--- config.mk ---
export PLATFORM = sky130hd
export DESIGN_NAME = logic_unit_selftest_seq
export DESIGN_NICKNAME = d
export VERILOG_FILES = /design/src/rtl/logic_unit_selftest_seq.sv
export SDC_FILE = /design/constraint.sdc
export NUM_CORES = 1
export LEC_CHECK = 0
export ABC_AREA = 0
export BUFFER_PORTS_ARGS = -buffer_cell sky130_fd_sc_hd__buf_2
export CORE_UTILIZATION = 40
export DETAILED_ROUTE_END_ITERATION = 6
export PLACE_DENSITY = 0.67
export SYNTH_ARGS = -nofsm -noshare
export SYNTH_HDL_FRONTEND = slang
export SYNTH_SLANG_ARGS = --single-unit
--- constraint.sdc ---
create_clock -name clk -period 3.1 [get_ports clk]
set_clock_uncertainty 0.15 [all_clocks]
set_input_delay 0.465 -clock clk [delete_from_list [all_inputs] [get_ports clk]]
set_output_delay 0.465 -clock clk [all_outputs]
set_load 0.02 [all_outputs]
--- src/rtl/logic_unit_selftest_seq.sv ---
// logic_unit_selftest_seq: sweeps every switch pattern through the logic unit and checks led[3:0] against golden functions.
// Define SELFTEST_STOP_ON_FAIL_EN to halt in DONE on the first mismatching pattern.
module logic_unit_selftest_seq #(
    parameter int         SETTLE_CYCLES = 2,
    parameter logic [7:0] PATTERN_LAST  = 8'hFF
) (
    input  logic       clk,
    input  logic       rst,
    input  logic       start,
    output logic [7:0] pattern,
    input  logic [7:0] resp,
    output logic       busy,
    output logic       done,
    output logic [8:0] error_count,
    output logic       fail_seen,
    output logic [7:0] first_fail
);
    localparam int CW = SETTLE_CYCLES > 1 ? $clog2(SETTLE_CYCLES) : 1;
    typedef enum logic [2:0] {IDLE, APPLY, SETTLE, CHECK, DONE} state_t;
    state_t state;
    logic [CW-1:0] ctr;
    logic [3:0] golden;
    logic mismatch, stop, unused_resp;
    always_comb begin
        golden[0] = pattern[0] & pattern[1];
        golden[1] = pattern[2] & ~pattern[3];
        golden[2] = ~^pattern;
        golden[3] = pattern[4] ? golden[0] : golden[1];
    end
    assign mismatch    = resp[3:0] != golden;
    assign unused_resp = ^resp[7:4];
`ifdef SELFTEST_STOP_ON_FAIL_EN
    assign stop = mismatch;
`else
    assign stop = 1'b0;
`endif
    // Compare before increment so PATTERN_LAST=FF ends without wrapping to 0.
    always_ff @(posedge clk) begin
        if (rst) begin
            state       <= IDLE;
            pattern     <= '0;
            busy        <= 1'b0;
            done        <= 1'b0;
            error_count <= '0;
            fail_seen   <= 1'b0;
            first_fail  <= '0;
            ctr         <= '0;
        end else begin
            case (state)
                IDLE, DONE: if (start) begin
                    state       <= APPLY;
                    pattern     <= '0;
                    busy        <= 1'b1;
                    done        <= 1'b0;
                    error_count <= '0;
                    fail_seen   <= 1'b0;
                    first_fail  <= '0;
                end
                APPLY: begin
                    ctr   <= CW'(SETTLE_CYCLES - 1);
                    state <= SETTLE;
                end
                SETTLE: if (ctr == '0) state <= CHECK; else ctr <= ctr - 1'b1;
                CHECK: begin
                    if (mismatch) begin
                        error_count <= error_count + 1'b1;
                        if (!fail_seen) begin
                            fail_seen  <= 1'b1;
                            first_fail <= pattern;
                        end
                    end
                    if (pattern == PATTERN_LAST || stop) begin
                        state <= DONE;
                        busy  <= 1'b0;
                        done  <= 1'b1;
                    end else begin
                        pattern <= pattern + 1'b1;
                        state   <= APPLY;
                    end
                end
                default: state <= IDLE;
            endcase
        end
    end
endmodule

==> results of run 1 <==
sequential cells by signal, summed over array words and instances (netlist names):
register	count
busy	1
ctr	1
pattern	8
done	1
state	3
first_fail	8
fail_seen	1
error_count	9
logic make-up after synthesis:
| logic type | after synthesis | share of synthesized area (%) |
|---|---|---|
| flops | 32 | 39.54 |
| simple gates | 69 | 24.32 |
| xor+xnor | 8 | 5.174 |
| fa+ha+maj | 6 | 4.633 |
| buf+inv | 10 | 4.323 |
| compound gates | 42 | 20.69 |
| mux | 2 | 1.313 |
Yosys cell counts, types with 2 or more instances:
| cell | number |
|---|---|
| sky130_fd_sc_hd__dfxtp_1 | 32 |
| sky130_fd_sc_hd__nand2_1 | 15 |
| sky130_fd_sc_hd__nor2_1 | 15 |
| sky130_fd_sc_hd__a21oi_1 | 9 |
| sky130_fd_sc_hd__a22o_1 | 9 |
| sky130_fd_sc_hd__nand3_1 | 8 |
| sky130_fd_sc_hd__ha_1 | 6 |
| sky130_fd_sc_hd__nor3_1 | 5 |
| sky130_fd_sc_hd__o21ai_0 | 5 |
| sky130_fd_sc_hd__xnor2_1 | 5 |
| sky130_fd_sc_hd__or2_2 | 4 |
| sky130_fd_sc_hd__inv_1 | 3 |
| sky130_fd_sc_hd__o211ai_1 | 3 |
| sky130_fd_sc_hd__o311ai_1 | 3 |
| sky130_fd_sc_hd__or3_1 | 3 |
| sky130_fd_sc_hd__a22oi_1 | 2 |
| sky130_fd_sc_hd__buf_4 | 2 |
| sky130_fd_sc_hd__nand2b_1 | 2 |
| sky130_fd_sc_hd__nand3b_1 | 2 |
| sky130_fd_sc_hd__nor4_1 | 2 |
| sky130_fd_sc_hd__or4_1 | 2 |
| sky130_fd_sc_hd__or4b_1 | 2 |
| sky130_fd_sc_hd__xor2_1 | 2 |
layout make-up:
cell class | instances | area (um2) | share of cell area [%]
clock buffers | 6 | 82.58 | 4.382
clock inverters | 2 | 10.01 | 0.5312
inverters | 3 | 11.26 | 0.5976
multi-input cells | 127 | 909.6 | 48.27
flip-flops and latches | 32 | 640.6 | 34.00
well taps | 48 | 60.06 | 3.187
repair buffers | 34 | 170.2 | 9.031
cells in the final DEF (no fill, tap or decap), types with 2 or more instances in the layout:
cell,instances
sky130_fd_sc_hd__nor4_1,2
sky130_fd_sc_hd__ha_1,6
sky130_fd_sc_hd__nand3b_1,2
sky130_fd_sc_hd__nand2b_1,2
sky130_fd_sc_hd__or4b_1,2
sky130_fd_sc_hd__or4_1,2
sky130_fd_sc_hd__o211ai_1,3
sky130_fd_sc_hd__a21oi_1,9
sky130_fd_sc_hd__a22oi_1,2
sky130_fd_sc_hd__nor2_1,15
sky130_fd_sc_hd__o21ai_0,5
sky130_fd_sc_hd__a22o_1,9
sky130_fd_sc_hd__xnor2_1,5
sky130_fd_sc_hd__or2_2,4
sky130_fd_sc_hd__or3_1,3
sky130_fd_sc_hd__inv_1,3
sky130_fd_sc_hd__dfxtp_1,32
sky130_fd_sc_hd__xor2_1,2
sky130_fd_sc_hd__o311ai_1,3
sky130_fd_sc_hd__nor3_1,5
sky130_fd_sc_hd__nand2_1,15
sky130_fd_sc_hd__clkbuf_8,6
sky130_fd_sc_hd__nand3_1,8
sky130_fd_sc_hd__clkinv_2,2
sky130_fd_sc_hd__buf_2,34
worst paths after layout:
check,from,to,slack (ns),depth (start not counted)
min reg2reg,first_fail[2],first_fail[2],0.32,1
max,pattern[0],first_fail[1],0.63,6
max reg2reg,pattern[0],first_fail[1],0.63,6
min,first_fail[2],first_fail[2],0.32,1
critical path: stages, from the launching register on:
cell and delay, ns:
sky130_fd_sc_hd__dfxtp_1 0.42, sky130_fd_sc_hd__ha_1 0.34, sky130_fd_sc_hd__or4b_1 0.19, sky130_fd_sc_hd__o22ai_2 0.09
sky130_fd_sc_hd__o31a_4 0.44, sky130_fd_sc_hd__nor3_2 0.54, sky130_fd_sc_hd__a22o_1 0.24
per-stage QoR:
step / util (%) / setup slack (ns)
2_1_floorplan: - / 0.7341
4_1_cts: 49.97 / 0.5863
3_3_place_gp: 47.51 / 0.6597
6_report: 49.97 / 0.6346
3_5_place_dp: 47.51 / 0.6079
5_1_grt: 49.97 / 0.4806
power by group:
| part | switching (mW) | internal [mW] | total (mW) |
|---|---|---|---|
| logic | 0.0625 | 0.0397 | 0.102 |
| registers | 0.0160 | 0.422 | 0.438 |
| clock network | 0.151 | 0.177 | 0.328 |
metal layers:
layer | vias up | part of all wire [%]
li1 | 694 | -
met1 | 651 | 50
met2 | 40 | 45
met3 | 2 | 4.4
met4 | 0 | 0.58
met5 | - | 0
==> parameters.txt, run 1 <==
Parameter                              Value

Clock network
  Master cell of the clock root buffer    sky130_fd_sc_hd__clkbuf_8
  Post-CTS Repair Setup Buffers    0
  Clock insertion delay at the later pin of the skew report    0.28 ns
  Clock net sink count    32
  CTS hold repair buffers    0
  H-Tree Depth    2
  Clock-pin transition on the worst setup and hold timing paths    0.06 ns
  Total CTS buffers    5
  Clock tree from TritonCTS    done
  Number of gates resized after cts    0
  Buffer depth of the longest clock path    2

Cells and area
  Area grow syn2layout    16.29%
  Final instance area    0.001884 mm2
  Count of fill cells added during filler insertion    374
  Share of final-layout standard cells stronger than drive strength 1    27.45%
  Count of placed standard cells in the final layout, fillers left out    252
  Antenna diodes    0
  # nets final    220

Die
  Total die area    0.004309 mm2
  FP Rows    22
  Number of placed I/O pins    39
  Area of the core    0.003771 mm2
  Die Wd    65.65 um
  Y dimension of the die    65.65 um
  Initial cell density of the core    42.97%

Synth
  Number of distinct library cells after synthesis    51
  Ys async rst share    0%
  Part of the Yosys area used for sequential elements    39.54%
  Leading post-synthesis cells by cell area    sky130_fd_sc_hd__dfxtp_1 (40%), sky130_fd_sc_hd__a22o_1 (4.9%), sky130_fd_sc_hd__ha_1 (4.6%)
  Yosys warns    0
  Synthesized net count    186
  Most used DFF post-synth    sky130_fd_sc_hd__dfxtp_1
  Portion of synthesized cell area occupied by the leading cell type    39.54%
  Largest area contributor in the netlist    sky130_fd_sc_hd__dfxtp_1
  Mean instance size in the synthesized netlist    9.588 um2
  Synthesized instance count    169
  Number of enable flip-flop cells after synthesis    0
  Syn Std Cell Area    0.001620 mm2
  Flip-flop and latch count after synthesis    32

Global route
  First-pass GRT wire length    5713 um
  GR met3 Demand/Resource    4.340%
  Number of global-route vias before repair    1221
  Global-route total usage across every layer    17.46%
  Largest net degree at the start of global routing    16
  Routing usage on met2    25.38%
  Most utilized layer in the global route result    met2
  GRT met1 Usage    23.86%
  Initial antenna violation count    0
  Global-route congestion overflow total    0

Setup path
  CP endpoint kind    register
  Arrival time at the worst endpoint    2.54 ns
  Biggest fanout along the worst timing path    13
  Startpoint Class    register
  Worst path required time    3.17 ns
  Crit Path Class    register to register

Timing
  Top achievable clock speed    0.4056 GHz
  Setup repair after global routing missed its margin    false
  Clock period minus final worst setup slack    2.465 ns
  Final Cycle Share    79.53%
  Setup-failing EPs final    0
  Total count of hold-check failures in the final report    0
  Actual transition at the worst max-transition pin    0.6536 ns
  Final Hold Slack    0.3211 ns
  Aggregate negative setup slack    0 ns
  Final-report max-slew violation count    0
  Slew Limit Headroom    56.09%

Detailed routing
  Count of routing violations after the opening detailed-route iteration    82
  Final wirelength    3288 um
  Via density per instance    5.504
  Number of search-and-repair iterations in the first detailed-routing pass    4
  Vias    1387
  Per-cell routed wire length    13.05 um
  Antenna violation net count after detailed routing    0
  Post-route DRC violation count    0

Placed design
  Standard cell area after detailed placement    0.001792 mm2
  Final weighted congestion of routability-driven global placement    0.7643
  Placed Instances    244
  Post-detail-place hpwl    2313 um
  Count of buffers inserted at the top-level ports    34

Power
  Pleak    0.7762 nW
  Worst ir drop on vdd    273.6 uV
  Pwr/cell area    460.9 mW/mm2
  Tot Pwr    868.4 uW

Job
  Number of max-cap violations    0

Hold path
  Worst hold-check path type    register to register

Outcome
  Outcome    finished clean
Power figures use the tool's default switching activity.
==> run 2, diff against run 1 <==
- clock period: 3.1 -> 2.4 ns (I/O delays scaled with it)
==> run 2 against run 1 <==
  * Worst hold slack worse by 0.091 ns
  * Non-clock buffer count rose by 11
  * Power is 26% higher
  * Cell count up 4.0%
  * Sequential share of layout area is 1.5 points lower
  * Die area unchanged
  * Design area increased by 5.0%
  * Worst setup slack got worse by 0.56 ns
  * Critical path depth up 1
  * Sequential power rose by 29%
  * Maximum frequency grew 6.2%
  * First-iteration DRC count decreased by 8.5%
==> parameters.txt, run 2 (synthesis gave the netlist of run 1 again) <==
Parameter                              Value

Outcome
  Outcome    finished clean

Setup path
  Worst path required time    2.48 ns
  Crit Path Class    register to register
  CP endpoint kind    register
  Biggest fanout along the worst timing path    10
  Arrival time at the worst endpoint    2.40 ns
  Startpoint Class    register

Placed design
  Worst setup timing slack at the placement stage    0.08566 ns
  Placed Instances    255
  Post-detail-place hpwl    2436 um
  Standard cell area after detailed placement    0.001874 mm2
  Count of buffers inserted at the top-level ports    34
  Final weighted congestion of routability-driven global placement    0.7728

Cells and area
  Commonest cells after routing, fill and taps aside    sky130_fd_sc_hd__buf_2 (34), sky130_fd_sc_hd__dfxtp_1 (30), sky130_fd_sc_hd__nor2_1 (15), sky130_fd_sc_hd__nand2_1 (15), sky130_fd_sc_hd__buf_4 (10)
  Count of placed standard cells in the final layout, fillers left out    262
  Registers with the most flip-flops    error_count x9, first_fail x8, pattern x8
  Register containing the most flip-flops in the final layout    error_count
  Area grow syn2layout    22.09%
  Antenna diodes    0
  Final instance area    0.001978 mm2
  Count of fill cells added during filler insertion    366
  Most frequent standard cell in the layout excluding fill and tap cells    sky130_fd_sc_hd__buf_2
  # nets final    231
  Share of final-layout standard cells stronger than drive strength 1    31.78%
  Max FFs per register    9
  Reg area    643.1 um2
  Utilization after layout    52.46%
  Area taken by multi-input logic gates    929.6 um2

Detailed routing
  Count of routing violations after the opening detailed-route iteration    75
  Final wirelength    3462 um
  Number of search-and-repair iterations in the first detailed-routing pass    4
  Vias    1418
  Post-route DRC violation count    0
  Per-cell routed wire length    13.21 um
  Antenna violation net count after detailed routing    0
  Via density per instance    5.412

Power
  Net switching fraction of the power    27.07%
  Net switching power    296.1 uW
  Pleak    0.8347 nW
  Clk network pwr share    35.5%
  Worst ir drop on vdd    315.2 uV
  Pwr/cell area    553.1 mW/mm2
  Tot Pwr    1.094 mW
  Comb power frac    12.8%
  Relative contribution of sequential cells to total power    51.7%
  Internal power    798.0 uW

Clock network
  H-Tree Depth    2
  Buffer depth of the longest clock path    2
  CTS hold repair buffers    0
  Clock-pin transition on the worst setup and hold timing paths    0.07 ns
  Clock net sink count    32
  Master cell of the clock root buffer    sky130_fd_sc_hd__clkbuf_8
  Clock insertion delay at the later pin of the skew report    0.29 ns
  Clock tree from TritonCTS    done
  Total CTS buffers    5

Die
  Die Wd    65.65 um
  Y dimension of the die    65.65 um
  FP Rows    22
  Number of placed I/O pins    39
  Area of the core    0.003771 mm2
  Total die area    0.004309 mm2
  Initial cell density of the core    42.97%

Timing
  Total count of hold-check failures in the final report    0
  Post-layout worst setup margin    0.07928 ns
  Aggregate negative setup slack    0 ns
  Setup repair after global routing missed its margin    true
  Actual transition at the worst max-transition pin    0.6024 ns
  Slew Limit Headroom    59.53%
  Top achievable clock speed    0.4309 GHz
  Final-report max-slew violation count    0
  Clock period minus final worst setup slack    2.321 ns
  Setup-failing EPs final    0
  Final Hold Slack    0.2298 ns
  Final Cycle Share    96.70%

Global route
  Initial antenna violation count    0
  Global-route total usage across every layer    18.45%
  Largest net degree at the start of global routing    16
  First-pass GRT wire length    6058 um
  Number of global-route vias before repair    1312
  Global-route congestion overflow total    0

Job
  Number of max-cap violations    0

Hold path
  Worst hold-check path type    input port to register
-- run 2: final cells by class --
class,instances,share of cell area [%]
clock inverter,1,0.2530
inverter,3,0.5693
clock buffer,6,3.669
sequential,32,32.51
tap,48,3.036
multi-input combinational,127,47.00
timing repair buffer,45,12.97
-- run 2: path summary, 6_finish.rpt --
check | startpoint | endpoint | slack (ns) | depth (start not counted)
min reg2reg | first_fail[3] | first_fail[3] | 0.32 | 1
min | start | state[2] | 0.23 | 3
max | pattern[4] | error_count[8] | 0.08 | 7
max reg2reg | pattern[4] | error_count[8] | 0.08 | 7
-- run 2: worst max-delay path: stages (launching register included) --
cell and delay [ns]:
sky130_fd_sc_hd__dfxtp_2 0.35, sky130_fd_sc_hd__ha_1 0.29, sky130_fd_sc_hd__xnor3_1 0.43, sky130_fd_sc_hd__xnor2_2 0.17, sky130_fd_sc_hd__o31a_4 0.15, sky130_fd_sc_hd__buf_6 0.15, sky130_fd_sc_hd__or4_1 0.50, sky130_fd_sc_hd__nand3_1 0.07
-- run 2: per-layer routing --
layer	vias up	global-route usage [%]	share of wire, %
met2	36	27.81	46
met5	-	0	0
met3	5	4.167	4.8
met1	660	24.52	48
met4	0	8.967	1.1
li1	717	-	-
-- run 2: power by group through the flow --
stage	Combinational, mW	Clock (mW)	Sequential [mW]
6_report	0.140	0.389	0.566
5_1_grt	0.158	0.432	0.568
4_1_cts	0.139	0.399	0.565
2_1_floorplan	0.120	0	0.569
3_3_place_gp	0.137	0	0.577
3_5_place_dp	0.138	0	0.577
-- run 2: repair_timing --
action	CTS	global route
resized for setup	0	5
setup endpoints to repair	0	9
setup buffers	0	0
endpoints found under the hold margin	0	0
